### src/rtl/nibble_tx_pkg.sv
// -----------------------------------------------------------------------------
// nibble_tx_pkg
// Shared definitions for the nibble serial transmitter:
//   - tx_state_t : transmitter FSM states
//   - DATA_W     : width of one transmitted word (a nibble)
//   - LINE_*     : serial line levels for idle, start and stop
//   - even_parity: parity bit that makes the total number of ones even
// -----------------------------------------------------------------------------
package nibble_tx_pkg;

    localparam int DATA_W = 4;

    localparam logic LINE_IDLE  = 1'b1;
    localparam logic LINE_START = 1'b0;
    localparam logic LINE_STOP  = 1'b1;

    typedef enum logic [2:0] {
        ST_IDLE    = 3'd0,
        ST_POP     = 3'd1,
        ST_CAPTURE = 3'd2,
        ST_START   = 3'd3,
        ST_DATA    = 3'd4,
        ST_PARITY  = 3'd5,
        ST_STOP    = 3'd6
    } tx_state_t;

    function automatic logic even_parity(input logic [DATA_W-1:0] word);
        return ^word;
    endfunction

endpackage

### src/rtl/baud_tick_gen.sv
// -----------------------------------------------------------------------------
// baud_tick_gen
// Bit-timing counter. Counts 0..CLKS_PER_BIT-1 while enabled and wraps to 0 at
// each bit boundary; tick is high in the last clock of every bit period.
// Ports:
//   clk      in  1  clock
//   reset_n  in  1  synchronous active-low reset (counter to 0)
//   clear    in  1  force the counter back to 0 (bit period restarts)
//   enable   in  1  advance the counter
//   tick     out 1  last cycle of the current bit period
// -----------------------------------------------------------------------------
module baud_tick_gen #(
    parameter int CLKS_PER_BIT = 4
) (
    input  logic clk,
    input  logic reset_n,
    input  logic clear,
    input  logic enable,
    output logic tick
);

    localparam int CNT_W = $clog2(CLKS_PER_BIT);
    localparam logic [CNT_W-1:0] LAST_CNT = CNT_W'(CLKS_PER_BIT - 1);

    logic [CNT_W-1:0] cnt_reg;

    assign tick = enable && (cnt_reg == LAST_CNT);

    always_ff @(posedge clk) begin
        if (!reset_n) begin
            cnt_reg <= '0;
        end else if (clear) begin
            cnt_reg <= '0;
        end else if (enable) begin
            if (tick) begin
                cnt_reg <= '0;
            end else begin
                cnt_reg <= cnt_reg + CNT_W'(1);
            end
        end
    end

endmodule

### src/rtl/nibble_serial_tx.sv
// -----------------------------------------------------------------------------
// nibble_serial_tx
// Pulls 4-bit words from an upstream FIFO (registered read data, one cycle of
// latency after the pop strobe) and sends each one as a serial frame:
// start bit, 4 data bits LSB first, optional even-parity bit, stop bit.
// Ports:
//   clk         in  1  clock
//   reset_n     in  1  synchronous active-low reset, aborts any frame
//   tx_en       in  1  allow new frames to start (checked only in IDLE)
//   fifo_empty  in  1  upstream FIFO empty flag
//   fifo_data   in  4  upstream FIFO read data
//   fifo_pop    out 1  one-cycle read strobe
//   tx_out      out 1  serial line, idle high
//   busy        out 1  high from POP through STOP
//   frame_done  out 1  high in the last cycle of the stop bit
// -----------------------------------------------------------------------------
module nibble_serial_tx
    import nibble_tx_pkg::*;
#(
    parameter int CLKS_PER_BIT = 4,
    parameter int PARITY_EN    = 1
) (
    input  logic              clk,
    input  logic              reset_n,
    input  logic              tx_en,
    input  logic              fifo_empty,
    input  logic [DATA_W-1:0] fifo_data,
    output logic              fifo_pop,
    output logic              tx_out,
    output logic              busy,
    output logic              frame_done
);

    tx_state_t         state_reg;
    logic [DATA_W-1:0] shift_reg;
    logic              parity_reg;
    logic [1:0]        bit_idx_reg;
    logic              tx_out_reg;
    logic              fifo_pop_reg;
    logic              busy_reg;

    logic bit_clear;
    logic bit_en;
    logic tick;

    // The bit timer only runs while a bit is on the line; in the setup
    // states it is held at 0 so START always gets a full bit period.
    assign bit_clear = (state_reg == ST_IDLE) || (state_reg == ST_POP) ||
                       (state_reg == ST_CAPTURE);
    assign bit_en    = !bit_clear;

    baud_tick_gen #(
        .CLKS_PER_BIT(CLKS_PER_BIT)
    ) u_baud_tick_gen (
        .clk    (clk),
        .reset_n(reset_n),
        .clear  (bit_clear),
        .enable (bit_en),
        .tick   (tick)
    );

    assign fifo_pop   = fifo_pop_reg;
    assign tx_out     = tx_out_reg;
    assign busy       = busy_reg;
    // Decoded from two registers so it lines up exactly with the last stop
    // cycle; it falls away on reset because the state returns to IDLE.
    assign frame_done = (state_reg == ST_STOP) && tick;

    always_ff @(posedge clk) begin
        if (!reset_n) begin
            state_reg    <= ST_IDLE;
            shift_reg    <= '0;
            parity_reg   <= 1'b0;
            bit_idx_reg  <= 2'd0;
            tx_out_reg   <= LINE_IDLE;
            fifo_pop_reg <= 1'b0;
            busy_reg     <= 1'b0;
        end else begin
            fifo_pop_reg <= 1'b0;
            case (state_reg)
                ST_IDLE: begin
                    tx_out_reg <= LINE_IDLE;
                    busy_reg   <= 1'b0;
                    // fifo_empty is only looked at here, so a lagging empty
                    // flag can never cause a second pop within one frame.
                    if (tx_en && !fifo_empty) begin
                        state_reg    <= ST_POP;
                        fifo_pop_reg <= 1'b1;
                        busy_reg     <= 1'b1;
                    end
                end
                ST_POP: begin
                    state_reg <= ST_CAPTURE;
                end
                ST_CAPTURE: begin
                    // Read data is valid now, one cycle after the strobe.
                    shift_reg   <= fifo_data;
                    parity_reg  <= even_parity(fifo_data);
                    bit_idx_reg <= 2'd0;
                    tx_out_reg  <= LINE_START;
                    state_reg   <= ST_START;
                end
                ST_START: begin
                    if (tick) begin
                        tx_out_reg <= shift_reg[0];
                        state_reg  <= ST_DATA;
                    end
                end
                ST_DATA: begin
                    if (tick) begin
                        if (bit_idx_reg == 2'd3) begin
                            if (PARITY_EN != 0) begin
                                tx_out_reg <= parity_reg;
                                state_reg  <= ST_PARITY;
                            end else begin
                                tx_out_reg <= LINE_STOP;
                                state_reg  <= ST_STOP;
                            end
                        end else begin
                            bit_idx_reg <= bit_idx_reg + 2'd1;
                            shift_reg   <= shift_reg >> 1;
                            tx_out_reg  <= shift_reg[1];
                        end
                    end
                end
                ST_PARITY: begin
                    if (tick) begin
                        tx_out_reg <= LINE_STOP;
                        state_reg  <= ST_STOP;
                    end
                end
                ST_STOP: begin
                    if (tick) begin
                        busy_reg  <= 1'b0;
                        state_reg <= ST_IDLE;
                    end
                end
                default: begin
                    tx_out_reg <= LINE_IDLE;
                    busy_reg   <= 1'b0;
                    state_reg  <= ST_IDLE;
                end
            endcase
        end
    end

endmodule

### config.mk
export PLATFORM = sky130hd
export DESIGN_NAME = nibble_serial_tx
export DESIGN_NICKNAME = d
export VERILOG_FILES = /design/src/rtl/nibble_tx_pkg.sv /design/src/rtl/baud_tick_gen.sv /design/src/rtl/nibble_serial_tx.sv
export SDC_FILE = /design/constraint.sdc
export NUM_CORES = 1
export LEC_CHECK = 0
export ABC_AREA = 0
export CELL_PAD_IN_SITES_DETAIL_PLACEMENT = 0
export CELL_PAD_IN_SITES_GLOBAL_PLACEMENT = 2
export CORE_MARGIN = 2
export CORE_UTILIZATION = 35
export CTS_CLUSTER_DIAMETER = 60
export CTS_CLUSTER_SIZE = 8
export DETAILED_ROUTE_END_ITERATION = 8
export PLACE_DENSITY = 0.86
export SKIP_LAST_GASP = 1
export SLEW_MARGIN = 20
export SYNTH_ARGS = -nofsm -noshare
export SYNTH_HDL_FRONTEND = slang
export SYNTH_HIERARCHICAL = 1
export SYNTH_SLANG_ARGS = --single-unit
export TNS_END_PERCENT = 20
### constraint.sdc
create_clock -name clk -period 5.5 [get_ports clk]
set_clock_uncertainty 0.15 [all_clocks]
set_input_delay 1.1 -clock clk [delete_from_list [all_inputs] [get_ports clk]]
set_output_delay 1.1 -clock clk [all_outputs]
set_load 0.1 [all_outputs]
==> metrics.md <==
| Metric | Value |
|---|---|
| Status | complete, no violations |
| # resized after CTS | 0 |
| Initial DRC Count | 7 |
| Startpoint types | flop |
| Synth-to-layout area growth | 16.0% |
| Max-slew headroom | roughly a third |
| Post-layout net count | roughly 120 |
| WP data required | between 4 and 5 ns |
| Tmin final | around 4.2 ns |
| CTS tree | built |
| Diode count | 0 |
| Drt drc | 0 |
| Tot Pwr | around 0.37 mW |
| Synth area leader | dfxtp_1 |
| Final Hold Fails | 0 |
| Worst-margin pin slew | 0.967 ns |
| WL per Instance | between 10 and 15 um |
| PortBufs | 11 |
| Max reg flops | 4 |
| Peak fanout along the critical path | 15 |
| Cell area after synthesis | 901 um^2 |
| Period utilisation layout | around three quarters |
| Clk pin slew, worst setup/hold paths | 0.10 ns |
| Hold buffer count at cts | 0 |
| Leading cell types by count after synthesis | dfxtp_1 (15), mux2i_1 (8), nand2_1 (7), a211oi_1 (6) |
| Vias per inst | approximately 5.4 |
| # H-tree levels | 1 |
| Leak pwr | ~0.37 nW |
| Sequential cell area fraction in the yosys report | about 33% |
| Share of cells above drive strength 1 | 13.9% |
| Cell with the most instances after synthesis | dfxtp_1 |
| Clk_lat worst skew | around 0.29 ns |
| CP max-delay cell | clkdlybuf4s50_1 |
| Max incr delay on CP | between 1 and 1.5 ns |
| Setup TNS | 0 ns |
| Number of top-level pins | 12 |
| Critical Path End Type | output port |
| Slew Viols, Final | 0 |
| Unrepaired setup endpoints after global routing | false |
| Global-route wire length before repair | 3220 um |
| Final Cell Area | around 1000 um^2 |
| Core area | 2450 um^2 |
| Routability cong. | ~0.76 |
| GR Overflow Total | 0 |
| CP bufs+invs | 2 |
| Total CTS buffers | 3 |
| Syn nets | approximately 110 |
| Vias in the first global route | 717 |
| Initial antenna violation count | 0 |
| Die ar. | about 3000 um^2 |
| Pre-antenna DRT Iters | 4 |
| Die Width | about 55 um |
| Die Height | 54.7 um |
| Final wirelength | roughly 1800 um |
| Synth unique cells | 40 |
| Delay-heaviest family, CP | buffers and inverters |
| Ys async rst share | 0% |
| Synth Flop Type | dfxtp_1 |
| Starting Density | around 37% |
| EDFF count, synth | 0 |
| Seq cells post-synth | 15 |
| DP Wirelength | between 1000 and 1500 um |
| Fmax | ~0.24 GHz |
| Largest net degree at the start of global routing | 17 |
| Arrival time worst endpoint | just under 3 ns |
| Setup bufs post-CTS | 0 |
| Via count | between 700 and 800 |
| Min-delay worst type | flop to flop |
| Synth Warn # | 6 |
| Peak VDD IR | just under 0.0002 V |
| Avg Inst Size Synth | 9.29 um^2 |
| Setup-failing EPs final | 0 |
| Max Root-Sink Buffers | 2 |
| Clock Tree Root | clkbuf_4 |
| Placed inst area | 1020 um^2 |
| Final hold slack | 0.319 ns |
| Power Dens Cells | between 300 and 400 nW/um^2 |
| Setup CP Type | flop to output port |
| Synth top area cells | dfxtp_1 (33%), mux2i_1 (8.9%), a211oi_1 (5.0%) |
| Top cell type's share of synthesized area | about 33% |
| Post-layout util | 42.6% |
| Most frequent CP cell | and2_1 |
| Cell count after synthesis | 97 |
| Number of cell rows | 18 |
| Remaining antenna violation count after routing | 0 |
| CTS Sinks | 15 |
| Cells along the critical path | and2_1, nor2_1, inv_1, and2_1, and3_2, clkdlybuf4s50_1 |
| GRT Overall Usage | approximately 15% |
| Max_cap viols | 0 |
[metrics by stage]
stage          instances  setup WS, ns
6_report             138          1.29
5_1_grt              138          1.12
4_1_cts              138          1.28
3_5_place_dp         134          1.61
3_3_place_gp         134          1.67
2_1_floorplan         97          2.64
[per-layer routing]
| layer | GRT usage, % | vias up | wire (um) | part of all wire [%] |
|---|---|---|---|---|
| met3 | 4.92 | 4 | 77 | 4.2 |
| li1 | - | 378 | - | - |
| met5 | 0 | - | 0 | 0 |
| met4 | 3.75 | 0 | 17 | 0.92 |
| met1 | 18.4 | 349 | 863 | 47 |
| met2 | 25.8 | 13 | 890 | 48 |
[final timing paths]
| check | start | end | slack [ns] | cells past startpoint |
|---|---|---|---|---|
| max | state_reg[1]$_SDFFE_PN0P_ | frame_done | 1.29 | 6 |
| min | bit_idx_reg[1]$_SDFFE_PN0P_ | bit_idx_reg[1]$_SDFFE_PN0P_ | 0.32 | 2 |
| max reg2reg | state_reg[1]$_SDFFE_PN0P_ | shift_reg[2]$_SDFFE_PN0P_ | 3.07 | 7 |
| min reg2reg | bit_idx_reg[1]$_SDFFE_PN0P_ | bit_idx_reg[1]$_SDFFE_PN0P_ | 0.32 | 2 |
[cells by family after synthesis]
kind of cell	count (synthesis)	synth area share [%]
simple gates	33	23.8
buf+inv	9	5.55
fa+ha+maj	2	2.78
xor+xnor	3	2.92
flops	15	33.3
compound gates	27	22.8
mux	8	8.89
[layout make-up]
type	instances	area [um^2]
fillers	249	1410
multi-input cells	73	551
flip-flops and latches	15	300
repair buffers	11	110
well taps	30	37.5
clock buffers	3	22.5
inverters	5	18.8
clock inverters	1	5.00
[placed cells by master (no fill, tap or decap), drive strengths merged]
master and instances:
and2 4, nor2b 2, ha 2, nor2 3
nand4 1, a21oi 5, or3 2, and4bb 1
nand4bb 1, a211o 2, a21o 1, dfxtp 15
clkbuf 3, inv 5, or3b 1, a211oi 6
nand3 2, xor2 2, and3 1, o32ai 1
o21ai 5, nand2b 4, xnor2 1, o221a 1
nand2 7, mux2i 8, clkdlybuf4s50 11, o221ai 2
o211a 1, o21ba 1, a21boi 1, o21a 1
nor3b 4, clkinv 1
[tightest hold or removal path, delay by kind of cell (launching register included)]
kind	cells	cell delay (ns)
AO/OA/AOI/OAI	1	0.06
flip-flops	1	0.33
AND/OR/NAND/NOR	1	0.05
[where the power goes]
part           internal (mW)  total (mW)  switching, mW
registers              0.130       0.162         0.0325
logic                 0.0628       0.145         0.0822
clock network         0.0270      0.0657         0.0386
total                  0.220       0.373          0.153
No activity file was read; power rests on OpenSTA's default activity.
==> edit 1 (same flow settings) <==
Change the parameter `PARITY_EN` from 1 to 0.
--- a/src/rtl/nibble_serial_tx.sv
+++ b/src/rtl/nibble_serial_tx.sv
@@ -20,3 +20,3 @@
     parameter int CLKS_PER_BIT = 4,
-    parameter int PARITY_EN    = 1
+    parameter int PARITY_EN    = 0
 ) (
Function: same outputs for any inputs over 10 cycles, from zero or initial values and one cycle with reset_n low; that may be too few to reach the edited logic, so the function may still have changed.
==> edit 1 against the unedited design <==
Sequential cell count down 1. Global-route usage down 1.1 points. Area after synthesis down 8.9%. Worst setup slack worse by 76 ps. Cell area down 7.5%. Wire length down 9.8%.
Power is not compared: it rests on default switching activity, and its combinational part moved more than twofold at a synthesized area within 25%.
==> edit 1: results (changes against the unedited design) <==
* Worst reg2reg setup slack at 3140 ps (+70 ps)
* Largest register FFs at 4 (unchanged)
* Hold-critical path depth at 2 (unchanged)
* Mapped Nets at 98 (-8.4%)
* Layout clock area frac at 0.0376 (+0.0112)
* Vias in the first global route at 630 (-12%)
* Avg Inst Size Synth at 9.33 um^2 (+0.43%)
* Top area cells in the synthesized netlist: dfxtp_1 (34%), mux2i_1 (7.3%), a211oi_1 (6.4%), a21oi_1 (4.3%), a21oi_2 (3.2%)
* HPWL Detailed at 1.18 mm (-13%)
* Slowest-stage cell, CP: clkdlybuf4s50_1
* Pre-CTS WS at 1550 ps (-60.8 ps)
* CP max FO at 21 (+6)
* Routed WL at 1.67 mm (-9.8%)
* RePlAce Congestion at 0.748 (-2.2%)
* Largest net degree at the start of global routing at 22 (+5)
* Inverters at 3 (-2)
* Main synth FF type: dfxtp_1
* Status: finished clean
* Drt first-iter violations at 8 (+1)
* R2R depth at 6 (-1)
* Fillers at 228 (-8.4%)
* FF/Latch Area at 280 um^2 (-6.7%)
* Root buffer cell: clkbuf_4
* Yosys Warn Count at 6 (unchanged)
* GRT Total Usage at 0.141 (-0.0109)
* CP Data Arrival Time at 3040 ps (+80 ps)
* Register area share after synthesis at 0.341 (+0.00813)
* CTS H-tree depth at 1 (unchanged)
* Critical R2R Capture: bit_idx_reg[1]
* Multi-input gate count at 66 (-9.6%)
* Compound-cell area share of the yosys netlist at 0.236 (+0.00850)
* Worst flop-to-flop path startpoint: state_reg[0]
* Routed vias/inst at 5.32 (-1.4%)
* Layout non-clock buf frac at 0.114 (+0.00860)
* Lkg Pwr at 0.334 nW
* TritonCTS buffer count at 3 (unchanged)
* Adder-Cell Fraction of Synth Area at 0.0305 (+0.00271)
* Area Growth Syn to Fin at 17.7%
* Share of post-route cells with drive strength above 1 at 0.112 (-0.0266)
* Post-route ant nets at 0 (unchanged)
* Sink Count at 14 (-1)
* Met2 GRT Util at 0.206 (-0.0517)
* Clock buf count at 4 (+1)
* Router iterations before antenna repair at 2 (-2)
* Post-CTS setup buffer count at 0 (unchanged)
* Xor and xnor area share after synthesis at 0 (-0.0292)
* DP Area at 930 um^2 (-8.6%)
* Synth top cells by count: dfxtp_1 (14), a211oi_1 (7), a21oi_1 (7), mux2i_1 (6)
* Worst rel slew slack at 0.358 (+0.00525)
* Non-clock buffers at 11 (unchanged)
* First-pass GRT wire length at 2.81 mm (-13%)
* Fin nets at 109 (-8.4%)
* Post-synthesis mux area share at 0.0869 (-0.00200)
* Port bufs at 11 (unchanged)
* Multi-input logic portion of the cell area at 0.510 (-0.0166)
* M1 GR Usage at 0.182 (-0.00175)
* Count of cell types in the netlist at 35 (-13%)
* Grt met3 use at 0.0429 (-0.00632)
==> edit 1: worst max path at each step <==
stage / start / endpoint / slack [ps]
after global placement: state_reg[0] / frame_done / 1590
after detailed placement: state_reg[0] / frame_done / 1550
final: state_reg[0] / frame_done / 1210
after global routing: state_reg[0] / frame_done / 1030
after CTS: state_reg[0] / frame_done / 1220
after floorplan: state_reg[0] / frame_done / 2320
==> edit 1: through the flow <==
stage / hold slack [ps] / instances / utilization
detailed placement: 329 / 122 / 0.420
global placement: 304 / 122 / 0.420
CTS: 343 / 126 / 0.437
global route: 356 / 126 / 0.437
floorplan: 288 / 88 / -
finish: 330 / 126 / 0.437
==> edit 1: where the power goes <==
part	leakage, nW	internal, mW	switching, mW	total [mW]
Clock	0.0210	0.0403	0.0370	0.0773
Combinational	0.199	0.0173	0.0212	0.0385
Sequential	0.114	0.106	0.00829	0.115
==> edit 1: layer usage <==
layer,wire length (um),vias to the layer above
met4,15,0
met5,0,-
li1,-,347
met1,827,312
met2,760,9
met3,64,2
==> edit 2 (config.mk and constraints unchanged) <==
Without the edit above. Re-encode `tx_state_t` (7 states) as one-hot, 7 bits wide.
--- a/src/rtl/nibble_tx_pkg.sv
+++ b/src/rtl/nibble_tx_pkg.sv
@@ -16,10 +16,10 @@
 
-    typedef enum logic [2:0] {
-        ST_IDLE    = 3'd0,
-        ST_POP     = 3'd1,
-        ST_CAPTURE = 3'd2,
-        ST_START   = 3'd3,
-        ST_DATA    = 3'd4,
-        ST_PARITY  = 3'd5,
-        ST_STOP    = 3'd6
+    typedef enum logic [6:0] {
+        ST_IDLE    = 7'b0000001,
+        ST_POP     = 7'b0000010,
+        ST_CAPTURE = 7'b0000100,
+        ST_START   = 7'b0001000,
+        ST_DATA    = 7'b0010000,
+        ST_PARITY  = 7'b0100000,
+        ST_STOP    = 7'b1000000
     } tx_state_t;
Formal check against the unedited RTL: same outputs for any inputs over 10 cycles, from zero or initial values and one cycle with reset_n low; not proved beyond that.
==> edit 2 against the unedited design <==
Wire length up 22%. Total power shrank 35%. Global-route usage fell by 0.90 points. Sequential cell count grew 4. Cell area grew 21%. Worst setup slack worse by 240 ps. Via count is 24% higher. Critical path depth is 2 higher. Area after synthesis rose by 26%. Highest routed layer unchanged.
==> edit 2: results (changes against the unedited design) <==
* Register area share after synthesis at 0.335 (+0.00147)
* Met3 WL at 66 um (-14%)
* Critical path's top delay family: buffers and inverters
* Drt first-iter violations at 37 (+30)
* Fillers at 331 (+33%)
* CP max FO at 13 (-2)
* M1 GR Usage at 0.205 (+0.0210)
* CP Data Arrival Time at 3200 ps (+240 ps)
* Worst reg2reg setup slack at 2790 ps (-280 ps)
* Top area cells in the synthesized netlist: dfxtp_1 (33%), mux2i_1 (5.3%), nor2_1 (5.0%), nor3_1 (3.1%), xnor2_1 (3.1%)
* FF/Latch Area at 380 um^2 (+27%)
* Count of cell types in the netlist at 45 (+13%)
* First-pass GRT wire length at 3.97 mm (+23%)
* Adder-Cell Fraction of Synth Area at 0.0220 (-0.00575)
* Worst Hold Launch: shift_reg[3]
* Grt met3 use at 0.0192 (-0.0300)
* Hold endpoint: shift_reg[3]
* Vias in the first global route at 888 (+24%)
* Slowest stage delay, CP at 1180 ps (+60 ps)
* #FFs+latches synth at 19 (+4)
* Met2 GRT Util at 0.212 (-0.0460)
* Clk pwr share at 0.299 (+0.123)
* Vias at 919 (+24%)
* Pre-CTS WS at 1410 ps (-197 ps)
* Share of post-route cells with drive strength above 1 at 0.0803 (-0.0586)
* Xor and xnor area share after synthesis at 0.0463 (+0.0171)
* GRT Total Usage at 0.143 (-0.00903)
* Status: finished clean
* Inverters at 4 (-1)
* Mapped Nets at 142 (+33%)
* Layout clock area frac at 0.0208 (-0.00560)
* R2R depth at 10 (+3)
* Post-synthesis mux area share at 0.0628 (-0.0261)
* Multi-input logic portion of the cell area at 0.537 (+0.00962)
* Largest net degree at the start of global routing at 15 (-2)
* Routed WL at 2.25 mm (+22%)
* Clock buf count at 4 (+1)
* Critical path origin: state_reg[4]
* Compound-cell area share of the yosys netlist at 0.120 (-0.108)
* Worst vdd ir at 0.0792 mV (-60%)
* Metal2 WL at 956 um (+7.4%)
* Layout non-clock buf frac at 0.0870 (-0.0184)
* Lkg Pwr at 0.441 nW (+20%)
* Combinational power at 29.6 uW (-80%)
==> edit 2: changes by cell type after synthesis, moves of 3 or more <==
cell | unedited run | this run
nor3_1 | 0 | 7
clkbuf_1 | 0 | 5
xnor2_1 | 1 | 4
nor3b_2 | 3 | 0
nand3_1 | 2 | 5
nor2_1 | 3 | 15
dfxtp_1 | 15 | 19
==> edit 2: worst max-delay path by stage <==
stage / to / slack [ps]
finish: frame_done / 1050
global route: frame_done / 870
CTS: frame_done / 1060
detailed placement: frame_done / 1410
global placement: frame_done / 1500
floorplan: frame_done / 30
==> edit 2: per-stage QoR <==
step                       util  hold WS (ps)  power (mW)  std cells  instance area, um^2
after floorplan               -           281       0.165        132                 1140
after global placement    0.403           294       0.174        177                 1240
after detailed placement  0.403           304       0.174        177                 1240
after CTS                 0.411           321       0.248        181                 1270
after global routing      0.411           359       0.255        181                 1270
final                     0.411           320       0.243        181                 1270
==> edit 2: worst min-delay path: stages (launching register included) <==
cell     delay, ps
dfxtp_1        330
nand2_1         50
a21oi_1         50
